==> config.mk <==
export PLATFORM = sky130hd
export DESIGN_NAME = shared_reg_arbiter_flat
export DESIGN_NICKNAME = d
export VERILOG_FILES = /design/src/rtl/shared_reg_arbiter_pkg.sv /design/src/rtl/shared_reg_arbiter_if.sv /design/src/rtl/shared_reg_arbiter_rr_pick.sv /design/src/rtl/shared_reg_arbiter.sv /design/src/flat_wrapper.sv
export SDC_FILE = /design/constraint.sdc
export NUM_CORES = 1
export LEC_CHECK = 0
export CORE_ASPECT_RATIO = 1.2
export CORE_MARGIN = 5
export CORE_UTILIZATION = 40
export CTS_BUF_LIST = sky130_fd_sc_hd__clkbuf_8
export DETAILED_ROUTE_END_ITERATION = 8
export GPL_ROUTABILITY_DRIVEN = 1
export GPL_TIMING_DRIVEN = 0
export PLACE_DENSITY = 0.81
export SYNTH_ARGS = -nofsm -noshare
export SYNTH_HDL_FRONTEND = slang
export SYNTH_SLANG_ARGS = --single-unit
==> constraint.sdc <==
create_clock -name clk -period 3.4 [get_ports clk]
set_input_delay 0.85 -clock clk [delete_from_list [all_inputs] [get_ports clk]]
set_output_delay 0.85 -clock clk [all_outputs]
set_load 0.01 [all_outputs]
==> src/rtl/shared_reg_arbiter_pkg.sv <==
// Shared types and helpers for the shared-register arbiter and its pieces.
package shared_reg_arbiter_pkg;

    // Sequencer state: IDLE when nothing was written last cycle, OWNED otherwise.
    typedef enum logic {
        IDLE  = 1'b0,
        OWNED = 1'b1
    } state_t;

    // Width of a requester index; never narrower than one bit.
    function automatic int idx_width(input int n);
        return ($clog2(n) < 1) ? 1 : $clog2(n);
    endfunction

endpackage

==> src/rtl/shared_reg_arbiter_if.sv <==
// Bundle between the producer blocks and the shared-register arbiter.
interface shared_reg_arbiter_if #(
    parameter int NREQ  = 4,
    parameter int WIDTH = 8
) ();
    import shared_reg_arbiter_pkg::*;

    localparam int IW = idx_width(NREQ);

    logic [NREQ-1:0]       req;
    logic [NREQ-1:0]       lock;
    logic [NREQ*WIDTH-1:0] wdata;
    logic [NREQ-1:0]       gnt;
    logic [NREQ-1:0]       ack;
    logic [WIDTH-1:0]      q;
    logic [IW-1:0]         owner;
    logic                  valid;

    // Producer side: drives requests and data, observes the register.
    modport master (
        output req, lock, wdata,
        input  gnt, ack, q, owner, valid
    );

    // Arbiter side.
    modport slave (
        input  req, lock, wdata,
        output gnt, ack, q, owner, valid
    );
endinterface

==> src/rtl/shared_reg_arbiter_rr_pick.sv <==
// Combinational round-robin picker: first set request bit scanning from ptr
// upward with wrap-around. Reusable by any arbiter with a rotating pointer.
module rr_pick
    import shared_reg_arbiter_pkg::*;
#(
    parameter int NREQ = 4,
    parameter int IW   = idx_width(NREQ)
) (
    input  logic [NREQ-1:0] req,
    input  logic [IW-1:0]   ptr,
    output logic [IW-1:0]   winner,
    output logic            any_req
);

    // Scan NREQ positions starting at ptr; the first hit wins.
    always_comb begin
        int  idx;
        logic found;
        // NOTE: every combinational output gets a default before any branch, otherwise a path that skips the assignment infers a latch.
        winner  = '0;
        found   = 1'b0;
        any_req = |req;
        for (int k = 0; k < NREQ; k++) begin
            idx = int'(ptr) + k;
            if (idx >= NREQ) idx = idx - NREQ;
            if (!found && req[idx]) begin
                winner = IW'(idx);
                found  = 1'b1;
            end
        end
    end

endmodule

==> src/rtl/shared_reg_arbiter.sv <==
// Round-robin arbiter and sequencer for one shared register with per-requester
// ownership locking of up to MAX_HOLD consecutive writes.
module shared_reg_arbiter
    import shared_reg_arbiter_pkg::*;
#(
    parameter int NREQ     = 4,
    parameter int WIDTH    = 8,
    parameter int MAX_HOLD = 4
) (
    input  logic                 clk,
    input  logic                 reset,
    shared_reg_arbiter_if.slave  bus
);

    localparam int IW  = idx_width(NREQ);
    localparam int HCW = $clog2(MAX_HOLD) + 1;
    localparam logic [NREQ-1:0] ONE_HOT0 = NREQ'(1);

    state_t         state, state_nxt;
    logic [IW-1:0]  ptr, ptr_nxt;
    logic [IW-1:0]  pick_idx, win_idx;
    logic [HCW-1:0] hold_cnt, hold_nxt;
    logic           pick_any, hold_hit, do_grant;

    rr_pick #(.NREQ(NREQ), .IW(IW)) u_pick (
        .req     (bus.req),
        .ptr     (ptr),
        .winner  (pick_idx),
        .any_req (pick_any)
    );

    // Next-state: hold the current owner, else round-robin, else go idle.
    always_comb begin
        state_nxt = IDLE;
        ptr_nxt   = ptr;
        hold_nxt  = hold_cnt;
        win_idx   = bus.owner;
        do_grant  = 1'b0;
        hold_hit  = (state == OWNED) && bus.req[bus.owner] && bus.lock[bus.owner]
                    && (hold_cnt < HCW'(MAX_HOLD - 1));
        if (hold_hit) begin
            state_nxt = OWNED;
            hold_nxt  = hold_cnt + 1'b1;
            do_grant  = 1'b1;
        end else if (pick_any) begin
            state_nxt = OWNED;
            win_idx   = pick_idx;
            hold_nxt  = '0;
            ptr_nxt   = (pick_idx == IW'(NREQ - 1)) ? '0 : pick_idx + 1'b1;
            do_grant  = 1'b1;
        end
    end

    // State register.
    always_ff @(posedge clk) begin
        // NOTE: sequential state uses non-blocking assignments so every flop samples pre-edge values regardless of block order.
        if (reset) state <= IDLE;
        else       state <= state_nxt;
    end

    // Pointer, hold counter and the shared register with its grant outputs.
    always_ff @(posedge clk) begin
        if (reset) begin
            // NOTE: q is reset as well because owner/valid/gnt describe it; a pure data store would normally be left unreset.
            ptr       <= '0;
            hold_cnt  <= '0;
            bus.q     <= '0;
            bus.gnt   <= '0;
            bus.ack   <= '0;
            bus.owner <= '0;
            bus.valid <= 1'b0;
        end else begin
            ptr      <= ptr_nxt;
            hold_cnt <= hold_nxt;
            if (do_grant) begin
                bus.q     <= bus.wdata[win_idx*WIDTH +: WIDTH];
                bus.gnt   <= ONE_HOT0 << win_idx;
                bus.ack   <= ONE_HOT0 << win_idx;
                bus.owner <= win_idx;
                bus.valid <= 1'b1;
            end else begin
                bus.gnt <= '0;
                bus.ack <= '0;
            end
        end
    end

endmodule

==> src/flat_wrapper.sv <==
// flat-port wrapper written by rule: the top's interface ports become plain ports
module shared_reg_arbiter_flat import shared_reg_arbiter_pkg::*;
#(
    parameter int NREQ     = 4,
    parameter int WIDTH    = 8,
    parameter int MAX_HOLD = 4
)
  (clk, reset, bus_req, bus_lock, bus_wdata, bus_gnt, bus_ack, bus_q, bus_owner, bus_valid);
  shared_reg_arbiter_if #(.NREQ(NREQ), .WIDTH(WIDTH)) bus_i ();
  input  logic clk;
  input  logic reset;
  input wire logic [$bits(bus_i.req)-1:0] bus_req;
  input wire logic [$bits(bus_i.lock)-1:0] bus_lock;
  input wire logic [$bits(bus_i.wdata)-1:0] bus_wdata;
  output wire logic [$bits(bus_i.gnt)-1:0] bus_gnt;
  output wire logic [$bits(bus_i.ack)-1:0] bus_ack;
  output wire logic [$bits(bus_i.q)-1:0] bus_q;
  output wire logic [$bits(bus_i.owner)-1:0] bus_owner;
  output wire logic [$bits(bus_i.valid)-1:0] bus_valid;
  assign bus_i.req = bus_req;
  assign bus_i.lock = bus_lock;
  assign bus_i.wdata = bus_wdata;
  assign bus_gnt = bus_i.gnt;
  assign bus_ack = bus_i.ack;
  assign bus_q = bus_i.q;
  assign bus_owner = bus_i.owner;
  assign bus_valid = bus_i.valid;
  shared_reg_arbiter #(.NREQ(NREQ), .WIDTH(WIDTH), .MAX_HOLD(MAX_HOLD)) u_core (.clk(clk), .reset(reset), .bus(bus_i));
endmodule
==> results by group, run 1 <==
Floorplanning
  • CORE AREA: 2811 um2
  • # IOs: 61
  • Row count: 21
  • Area of the die: 4107 um2
  • Die width: 59.34 um
  • Die Span Y: 69.21 um
  • Initial Util: 41.57%

Drt
  • Antenna viol nets, final: 0
  • Final wirelength: 3.161 mm
  • DR WL/cell: 14.30 um
  • DRC errors left: 0
  • First-pass DRT Iterations: 4
  • Vias/cell: 5.244
  • Starting DRT DRC Count: 43
  • Via count: 1159

Clock network
  • CTS tree: yes
  • Clock transition at path regs: 0.07 ns
  • H-Tree Depth: 1
  • # hold bufs at CTS: 0
  • CTS sink count: 21
  • Quantity of gates resized following cts: 0
  • CTS buffer count: 3
  • Postcts setup bufs: 0
  • CTS max path bufs: 2
  • Clock latency on the worst-skew pair: 0.25 ns
  • Root buf cell: clkbuf_8

Global routing
  • Largest net degree at the start of global routing: 12
  • Antenna violations before repair: 0
  • Gr usage total: 15.81%
  • Vias in the first global route: 1243
  • Gr ovfl total: 0
  • First-pass GRT wire length: 5.230 mm

Synthesis
  • Syn_nets: 166
  • Mean post-synth cell area: 9.501 um2
  • Sequential fraction of the synthesis area: 35.97%
  • Yosys warns: 0
  • Prevailing post-synth register cell: dfxtp_1
  • Post-synth EDFFs: 0
  • Post-Syn Instances: 123
  • Yosys top cell by area: dfxtp_1
  • Async SR Flop Fraction: 0%
  • Top cells by area, synth: dfxtp_1, mux2i_1, o221ai_1
  • Netlist Area Pre-Place: 1169 um2
  • Yosys reg bits: 21
  • Synth top area share: 35.97%
  • Synth unique cells: 33

Setup path
  • CP Launch Type: input pin
  • Data arrival, critical path: 2.87 ns
  • CP required: 3.53 ns
  • Worst-path maximum fanout: 10
  • Setup crit end kind: flip-flop
  • Setup CP Type: input pin to flip-flop

Status
  • Status: completed

Final layout
  • Number of diodes: 0
  • Commonest non-fill, non-tap cell in the layout: clkdlybuf4s50_1
  • Layout cell share with drive strength beyond 1: 9.091%
  • Net count, final: 231
  • Layout overhead on the synthesized area: 58.89%
  • Layout Cells excl Fill: 221
  • Most frequent cells in the layout: clkdlybuf4s50_1, dfxtp_1, mux2i_1
  • Finished Core Util: 66.04%

Power and ir drop
  • Design Power: 0.7782 mW
  • Leakage power: 0.7891 nW
  • PD cells: 419.1 nW/um2
  • Worst IR drop on VDD: 0.0002414 V

Timing
  • Worst-Margin Slew: 0.5476 ns
  • Setup TNS: 0 ns
  • Final setup violation count: 0
  • Slew Limit Fails: 0
  • Unrepaired setup endpoints after global routing: no
  • Final Hold Vio Count: 0
  • Hold_ws: 0.4594 ns
  • F_max: 0.3643 GHz
  • Fin crit period: 2.745 ns
  • Post-Route Skew: 0.001368 ns
  • Worst relative slew slack: 63.22%
  • Final worst path period share: 80.73%

Placement
  • Dpl hpwl: 2.583 mm
  • # port buffers: 60
  • # placed instances: 217
  • RD Place Congestion: 0.8682

Run
  • Max_cap viols: 0

Hold path
  • Hold Path Class: flip-flop to flip-flop
## per-layer routing
layer  vias up  global-route usage, %  part of all wire, %
met2        52                  27.83                   48
li1        577                      -                    -
met1       525                  16.02                   40
met5         -                      0                    0
met3         5                  5.773                   11
met4         0                  6.801                  1.7
## cell type report
type                       instances  area (um2)
fill                             231       954.7
sequential                        21       420.4
timing repair buffer              60       600.6
multi-input combinational         88       658.1
clock buffer                       3       41.29
tap                               34       42.54
clock inverter                     1       3.754
inverter                           5       18.77
buffer                             9       71.32
## power by group
part / total, mW / internal, mW / switching, mW
Combinational: 0.314 / 0.186 / 0.127
Sequential: 0.310 / 0.282 / 0.0274
Clock: 0.155 / 0.0803 / 0.0746
Total: 0.778 / 0.549 / 0.229
## state kept, by name (all words and copies together) (netlist names)
register / count
u_core.bus.owner: 2
u_core.state: 1
u_core.bus.q: 8
u_core.ptr: 2
u_core.bus.valid: 1
u_core.bus.gnt: 4
u_core.hold_cnt: 3
## through the flow
step | worst slack [ns] | instance area (um2)
2_1_floorplan | 1.228 | 1169
3_3_place_gp | 0.4527 | 1812
3_5_place_dp | 0.4033 | 1812
4_1_cts | 0.6673 | 1857
5_1_grt | 0.5113 | 1857
6_report | 0.6551 | 1857
## cell usage after synthesis, types with 2 or more instances
cell	count
dfxtp_1	21
mux2i_1	19
nor2_1	12
nand3b_1	8
o221ai_1	8
a21oi_1	7
inv_1	5
nand3_1	5
buf_4	4
nand2_1	4
buf_6	3
o21ai_0	3
a22oi_1	2
and2_1	2
clkbuf_1	2
## worst paths after layout
check,from,to,slack [ns],depth (start not counted)
worst max-delay path,bus_req[1],u_core.bus.q[3],0.66,8
worst min-delay path,u_core.bus.valid,u_core.bus.valid,0.46,2
worst max register to register,u_core.ptr[1],u_core.bus.q[5],1.44,6
worst min register to register,u_core.bus.valid,u_core.bus.valid,0.46,2
## kinds of logic after synthesis
family	synth area share [%]
AOI/OAI and AO/OA	18.74
buffers and inverters	7.709
xor gates and xnor gates	0.7496
adders and majority gates	1.070
muxes	16.27
and+or+nand+nor	19.49
DFF	35.97
## worst max-delay path: stages
cell	delay, ns
clkdlybuf4s50_1	0.56
nor4_4	0.59
and2_1	0.20
a31o_2	0.10
o22ai_2	0.09
buf_6	0.17
mux2i_1	0.18
o221ai_1	0.13
(Power assumes the default switching activity.)
==> run 2: changes to the inputs <==
--- a/config.mk
+++ b/config.mk
@@ -7,12 +7,12 @@
 export LEC_CHECK = 0
 export CORE_ASPECT_RATIO = 1.2
 export CORE_MARGIN = 5
-export CORE_UTILIZATION = 40
+export CORE_UTILIZATION = 37
 export CTS_BUF_LIST = sky130_fd_sc_hd__clkbuf_8
 export DETAILED_ROUTE_END_ITERATION = 8
 export GPL_ROUTABILITY_DRIVEN = 1
 export GPL_TIMING_DRIVEN = 0
-export PLACE_DENSITY = 0.81
+export PLACE_DENSITY = 0.79
 export SYNTH_ARGS = -nofsm -noshare
 export SYNTH_HDL_FRONTEND = slang
 export SYNTH_SLANG_ARGS = --single-unit
==> constraint.sdc (replaced) <==
create_clock -name clk -period 2.4 [get_ports clk]
set_input_delay 0.6 -clock clk [delete_from_list [all_inputs] [get_ports clk]]
set_output_delay 0.6 -clock clk [all_outputs]
set_load 0.01 [all_outputs]
==> results by group, run 2 (synthesis results as in run 1) <==
Global routing
  • First-pass GRT wire length: 5.237 mm (was 5.230 mm)
  • Vias in the first global route: 1225 (was 1243)
  • Gr usage total: 15.47% (was 15.81%)
  • Antenna violations before repair: 0 (unchanged)
  • Largest net degree at the start of global routing: 12 (unchanged)
  • Gr ovfl total: 0 (unchanged)

Final layout
  • Layout cell share with drive strength beyond 1: 11.58% (was 9.091%)
  • Fillers: 269 (was 231)
  • Number of diodes: 0 (unchanged)
  • Net count, final: 234 (was 231)
  • Register area: 420.4 um2 (unchanged)
  • Top reg by flops: u_core.bus.q (unchanged)
  • Commonest non-fill, non-tap cell in the layout: clkdlybuf4s50_1 (unchanged)
  • Top Registers: u_core.bus.q (8), u_core.bus.gnt (4), u_core.hold_cnt (3) (unchanged)
  • Most frequent cells in the layout: clkdlybuf4s50_1, dfxtp_1, mux2i_1 (unchanged)
  • Layout Cells excl Fill: 226 (was 221)
  • Layout overhead on the synthesized area: 61.35% (was 58.89%)
  • Largest register FFs: 8 (unchanged)
  • Multi-input gate area: 666.9 um2 (was 658.1 um2)

Floorplanning
  • # IOs: 61 (unchanged)
  • Die Span Y: 71.57 um (was 69.21 um)
  • Area of the die: 4387 um2 (was 4107 um2)
  • CORE AREA: 3055 um2 (was 2811 um2)
  • Row count: 22 (was 21)
  • Initial Util: 38.25% (was 41.57%)
  • Die width: 61.31 um (was 59.34 um)

Drt
  • Via count: 1192 (was 1159)
  • First-pass DRT Iterations: 4 (unchanged)
  • Vias/cell: 5.274 (was 5.244)
  • Starting DRT DRC Count: 24 (was 43)
  • Final wirelength: 3.232 mm (was 3.161 mm)
  • Antenna viol nets, final: 0 (unchanged)
  • DRC errors left: 0 (unchanged)
  • DR WL/cell: 14.30 um (about the same)

Timing
  • Final worst path period share: 90.94%
  • Worst relative slew slack: 70.35% (was 63.22%)
  • Worst-Margin Slew: 0.4448 ns (was 0.5476 ns)
  • Hold_ws: 0.4517 ns (was 0.4594 ns)
  • Fin crit period: 2.183 ns
  • Slew Limit Fails: 0 (unchanged)
  • Setup TNS: 0 ns (unchanged)
  • Final setup violation count: 0 (unchanged)
  • Post-Route Skew: 0.001810 ns (was 0.001368 ns)
  • Final Hold Vio Count: 0 (unchanged)
  • Unrepaired setup endpoints after global routing: no (unchanged)
  • F_max: 0.4582 GHz
  • Final WS setup: 0.2173 ns (was 0.6551 ns)

Hold path
  • Hold Path Class: flip-flop to flip-flop (unchanged)

Clock network
  • H-Tree Depth: 1 (unchanged)
  • CTS tree: yes (unchanged)
  • Root buf cell: clkbuf_8 (unchanged)
  • Clock transition at path regs: 0.07 ns (about the same)
  • CTS sink count: 21 (unchanged)
  • Clock latency on the worst-skew pair: 0.25 ns (about the same)
  • CTS buffer count: 3 (unchanged)
  • CTS max path bufs: 2 (unchanged)

Placement
  • RD Place Congestion: 0.7491 (was 0.8682)
  • # port buffers: 60 (unchanged)
  • # placed instances: 219 (was 217)
  • Dpl hpwl: 2.517 mm (was 2.583 mm)
  • Post-place setup slack: -0.3208 ns (was 0.4033 ns)

Status
  • Status: completed (unchanged)

Setup path
  • Worst-path maximum fanout: 10 (unchanged)
  • CP required: 2.53 ns (was 3.53 ns)
  • Data arrival, critical path: 2.32 ns (was 2.87 ns)
  • Setup CP Type: input pin to flip-flop (unchanged)
  • CP Launch Type: input pin (unchanged)
  • Setup crit end kind: flip-flop (unchanged)

Power and ir drop
  • Leakage power: 0.8120 nW (was 0.7891 nW)
  • Design Power: 1.113 mW (was 0.7782 mW)
  • Worst IR drop on VDD: 0.0004230 V (was 0.0002414 V)
  • PD cells: 590.4 nW/um2 (was 419.1 nW/um2)

Run
  • Max_cap viols: 0 (unchanged)
run 2: worst paths after layout:
kind	start	end	slack, ns	depth (start not counted)
worst max-delay path	bus_req[0]	u_core.bus.q[7]	0.22	9
worst min-delay path	u_core.bus.valid	u_core.bus.valid	0.45	2
worst max register to register	u_core.ptr[1]	u_core.bus.q[4]	0.50	7
worst min register to register	u_core.bus.valid	u_core.bus.valid	0.45	2
run 2: worst max-delay path: stages:
cell and delay, ns:
dlygate4sd2_1 0.36, nor4_4 0.08, buf_4 0.16, and2_1 0.15
a31o_2 0.21, o22ai_2 0.19, buf_6 0.20, mux2i_1 0.22
o221ai_1 0.14
run 2: power by group:
group	switching (mW)	internal [mW]	leakage, nW
Combinational	0.186	0.265	0.612
Clock	0.107	0.114	0.0269
Sequential	0.0408	0.400	0.174
Total	0.334	0.779	0.812
run 2: metrics by stage:
stage	cell area, um2	utilization (%)
4_1_cts	1886	61.71
3_5_place_dp	1814	59.38
3_3_place_gp	1814	59.38
6_report	1886	61.71
5_1_grt	1886	61.71
2_1_floorplan	1169	-
run 2: what timing repair did:
item	CTS	global route
gates resized for setup	6	0
hold buffers	0	0
endpoints found under the setup margin	8	0
setup buffers	3	0
hold endpoints to repair	0	0
run 2: layout make-up:
class | instances | area share, %
multi-input combinational | 88 | 35.37
clock inverter | 1 | 0.1991
inverter | 5 | 0.9954
sequential | 21 | 22.30
clock buffer | 3 | 2.190
buffer | 9 | 3.782
tap | 36 | 2.389
timing repair buffer | 63 | 32.78
run 2: metal layers:
metal	routed length, um	GRT usage, %	share of wire, %
met3	428	6.847	13
met5	0	0	0
met1	1280	18.14	40
met4	40	5.542	1.2
met2	1482	24.47	46
==> run 3: changes to the inputs <==
--- a/config.mk
+++ b/config.mk
@@ -5,14 +5,16 @@
 export SDC_FILE = /design/constraint.sdc
 export NUM_CORES = 1
 export LEC_CHECK = 0
+export CAP_MARGIN = 15
 export CORE_ASPECT_RATIO = 1.2
 export CORE_MARGIN = 5
-export CORE_UTILIZATION = 37
+export CORE_UTILIZATION = 40
 export CTS_BUF_LIST = sky130_fd_sc_hd__clkbuf_8
 export DETAILED_ROUTE_END_ITERATION = 8
 export GPL_ROUTABILITY_DRIVEN = 1
 export GPL_TIMING_DRIVEN = 0
-export PLACE_DENSITY = 0.79
+export PLACE_DENSITY = 0.77
 export SYNTH_ARGS = -nofsm -noshare
 export SYNTH_HDL_FRONTEND = slang
+export SYNTH_HIERARCHICAL = 1
 export SYNTH_SLANG_ARGS = --single-unit
==> results by group, run 3 <==
Status
  • Status: completed (unchanged)

Synthesis
  • Syn_nets: 227 (was 166)
  • Prevailing post-synth register cell: dfxtp_1 (unchanged)
  • Async SR Flop Fraction: 0% (unchanged)
  • Yosys top cell by area: dfxtp_1 (unchanged)
  • Post-Syn Instances: 183 (was 123)
  • Netlist Area Pre-Place: 1592 um2 (was 1169 um2)
  • Synth top area share: 26.42% (was 35.97%)
  • Post-synthesis xor/xnor area fraction: 0% (was 0.7495%)
  • Compound-Gate Fraction of Synth Area: 38.05% (was 18.74%)
  • Top post-synthesis cells by count: dfxtp_1, mux2i_1, inv_1 (was dfxtp_1, mux2i_1, nor2_1)
  • Multiplexer area fraction after synthesis: 11.32% (was 16.27%)
  • Yosys warns: 6 (was 0)
  • Sequential fraction of the synthesis area: 26.42% (was 35.97%)
  • Top-count cell post-synth: dfxtp_1 (unchanged)
  • Post-synth EDFFs: 0 (unchanged)
  • Synth unique cells: 44 (was 33)
  • Mean post-synth cell area: 8.697 um2 (was 9.501 um2)
  • Adder-cell share of the synthesized area: 1.572% (was 1.071%)
  • Top cells by area, synth: dfxtp_1, mux2i_1, a32o_1 (was dfxtp_1, mux2i_1, o221ai_1)
  • Largest family of logic cells by synthesized area: compound AO/OA/AOI/OAI gates (was simple AND/OR/NAND/NOR gates)
  • Yosys reg bits: 21 (unchanged)
  • Synth Area in Simple Gates: 13.13% (was 19.49%)

Timing
  • Setup TNS: 0 ns (unchanged)
  • Final setup violation count: 0 (unchanged)
  • Unrepaired setup endpoints after global routing: no (unchanged)
  • Worst-Margin Slew: 0.8771 ns (was 0.4448 ns)
  • Final WS setup: 0.08217 ns (was 0.2173 ns)
  • Post-Route Skew: 0.004625 ns (was 0.001810 ns)
  • Worst relative slew slack: 41.08% (was 70.35%)
  • Final Hold Vio Count: 0 (unchanged)
  • F_max: 0.4314 GHz (was 0.4582 GHz)
  • Final worst path period share: 96.58% (was 90.94%)
  • Slew Limit Fails: 0 (unchanged)
  • Fin crit period: 2.318 ns (was 2.183 ns)

Global routing
  • GR peak layer: met2 (unchanged)
  • Antenna violations before repair: 0 (unchanged)
  • First-pass GRT wire length: 8.100 mm (was 5.237 mm)
  • Met2 Track Usage GR: 34.66% (was 24.47%)
  • Grt met3 use: 3.960% (was 6.847%)
  • Met1 Resource Use GR: 23.15% (was 18.14%)
  • Vias in the first global route: 1719 (was 1225)
  • Largest net degree at the start of global routing: 13 (was 12)
  • Gr ovfl total: 0 (unchanged)
  • Gr usage total: 19.31% (was 15.47%)

Power and ir drop
  • Sw power: 0.6066 mW (was 0.3344 mW)
  • Flop pwr share: 27.8% (was 39.6%)
  • Internal power: 1.059 mW (was 0.7788 mW)
  • Logic pwr share: 58.5% (was 40.6%)
  • Leakage power: 0.9666 nW (was 0.8120 nW)
  • PD cells: 666.6 nW/um2 (was 590.4 nW/um2)
  • Clock share of power: 13.7% (was 19.9%)
  • Worst IR drop on VDD: 0.0005903 V (was 0.0004230 V)
  • Sw frac: 36.42% (was 30.04%)

Drt
  • Final wirelength: 5.110 mm (was 3.232 mm)
  • Vias/cell: 5.657 (was 5.274)
  • Via count: 1782 (was 1192)
  • First-pass DRT Iterations: 4 (unchanged)
  • Starting DRT DRC Count: 65 (was 24)
  • DR WL/cell: 16.22 um (was 14.30 um)
  • DRC errors left: 0 (unchanged)
  • Antenna viol nets, final: 0 (unchanged)

Setup path
  • Setup crit end kind: flip-flop (unchanged)
  • CP Launch Type: input pin (unchanged)
  • Data arrival, critical path: 2.47 ns (was 2.32 ns)
  • Slowest cell on crit path: o311a_4 (was dlygate4sd2_1)
  • CP required: 2.55 ns (was 2.53 ns)
  • Slowest stage delay, CP: 0.40 ns (was 0.36 ns)
  • Setup CP Type: input pin to flip-flop (unchanged)
  • Crit-path cells: dlygate4sd2_1 -> nand2_2 -> o211a_1 -> o311a_4 -> buf_4 -> buf_6 -> o21a_1 -> a211o_1 -> a32o_1 (was dlygate4sd2_1 -> nor4_4 -> buf_4 -> and2_1 -> a31o_2 -> o22ai_2 -> buf_6 -> mux2i_1 -> o221ai_1)
  • Worst-path maximum fanout: 5 (was 10)

Floorplanning
  • # IOs: 61 (unchanged)
  • Row count: 25 (was 22)
  • CORE AREA: 3910 um2 (was 3055 um2)
  • Die width: 67.58 um (was 61.31 um)
  • Area of the die: 5345 um2 (was 4387 um2)
  • Die Span Y: 79.10 um (was 71.57 um)
  • Initial Util: 40.70% (was 38.25%)

Final layout
  • Largest register FFs: 8 (unchanged)
  • Commonest non-fill, non-tap cell in the layout: clkdlybuf4s50_1 (unchanged)
  • Multi-input gate area: 1099 um2 (was 666.9 um2)
  • Number of diodes: 0 (unchanged)
  • Fillers: 332 (was 269)
  • Finished Core Util: 63.90% (was 61.71%)
  • Register area: 420.4 um2 (unchanged)
  • Most frequent cells in the layout: clkdlybuf4s50_1, dfxtp_1, mux2i_1 (unchanged)
  • Net count, final: 306 (was 234)
  • Layout overhead on the synthesized area: 57.00% (was 61.35%)
  • Top Registers: u_core/bus.q (8), u_core/bus.ack (4), u_core/hold_cnt (3) (was u_core.bus.q (8), u_core.bus.gnt (4), u_core.hold_cnt (3))
  • Top reg by flops: u_core/bus.q (was u_core.bus.q)
  • Layout cell share with drive strength beyond 1: 21.84% (was 11.58%)

Placement
  • RD Place Congestion: 0.8296 (was 0.7491)
  • # port buffers: 60 (unchanged)
  • Dpl hpwl: 3.458 mm (was 2.517 mm)
  • Post-place setup slack: -1.019 ns (was -0.3208 ns)

Clock network
  • CTS buffer count: 3 (unchanged)
  • Root buf cell: clkbuf_8 (unchanged)
  • CTS tree: yes (unchanged)
  • Clock transition at path regs: 0.08 ns (was 0.07 ns)
  • CTS sink count: 21 (unchanged)
  • Clock latency on the worst-skew pair: 0.26 ns (was 0.25 ns)
  • H-Tree Depth: 1 (unchanged)
  • CTS max path bufs: 2 (unchanged)

Hold path
  • Hold Path Class: flip-flop to flip-flop (unchanged)

Run
  • Max_cap viols: 0 (unchanged)
-- run 3: cell count changes after synthesis, moves of 5 or more --
| cell | delta |
|---|---|
| nor2_1 | -5 |
| o21a_1 | +7 |
| inv_1 | +10 |
| a211o_1 | +8 |
| o2111ai_1 | +8 |
| a21oi_1 | +6 |
| o21ai_0 | +7 |
| o221ai_1 | -7 |
| nand3b_1 | -7 |
| a32o_1 | +8 |
| o22a_1 | +8 |
-- run 3: worst paths after layout --
path | from | to | slack [ns] | depth (start not counted)
max | bus_lock[0] | u_core/bus.q[3] | 0.08 | 9
min | u_core/bus.valid | u_core/bus.valid | 0.45 | 2
max reg2reg | u_core/ptr[0] | u_core/bus.q[2] | 0.17 | 10
min reg2reg | u_core/bus.valid | u_core/bus.valid | 0.45 | 2
-- run 3: worst max-delay path: cells and delay by family --
family / cells / cell delay [ns]
AOI/OAI and AO/OA: 5 / 1.33
buffers and inverters: 3 / 0.47
and+or+nand+nor: 1 / 0.07
-- run 3: timing repair --
| item | in CTS | in global routing |
|---|---|---|
| setup endpoints to repair | 15 | 8 |
| endpoints found under the hold margin | 0 | 0 |
| gates cloned | 1 | 0 |
| setup buffers | 10 | 3 |
| gates resized for setup | 36 | 12 |
| pin swaps | 9 | 4 |
| hold buffers | 0 | 0 |
-- run 3: metal layers --
layer | vias up | routed length, um
li1 | 861 | -
met1 | 845 | 2022
met2 | 66 | 2660
met3 | 10 | 314
met4 | 0 | 113
met5 | - | 0
-- run 3: area by class of cell --
cell class                 count  area share [%]
clock inverter                 1          0.2003
buffer                        14           4.457
inverter                      17           2.554
timing repair buffer          74           27.64
sequential                    21           16.83
multi-input combinational    131           43.97
clock buffer                   3           1.652
tap                           54           2.704
-- run 3: power groups by stage --
| stage | logic [mW] | clock network [mW] | registers (mW) |
|---|---|---|---|
| 6_report | 0.974 | 0.228 | 0.464 |
| 4_1_cts | 0.919 | 0.230 | 0.463 |
| 3_5_place_dp | 0.802 | 0 | 0.470 |
| 2_1_floorplan | 0.467 | 0 | 0.487 |
| 5_1_grt | 1.04 | 0.243 | 0.471 |
| 3_3_place_gp | 0.792 | 0 | 0.470 |
-- run 3: metrics by stage --
stage | power, mW | instance area [um2] | cells | hold WS [ns]
global route | 1.754 | 2499 | 315 | 0.4718
CTS | 1.612 | 2462 | 312 | 0.4560
finish | 1.666 | 2499 | 315 | 0.4483
detailed placement | 1.272 | 2261 | 297 | 0.4448
floorplan | 0.9536 | 1593 | 183 | 0.4641
global placement | 1.262 | 2261 | 297 | 0.4369
-- run 3: kinds of logic (layout without fill, tap and decap cells) --
family / count (synthesis) / count (layout)
flip-flops: 21 / 21
AND/OR/NAND/NOR: 36 / 36
buffers and inverters: 31 / 109
AO/OA/AOI/OAI: 75 / 75
adder cells (fa/ha/maj): 2 / 2
multiplexers: 18 / 18
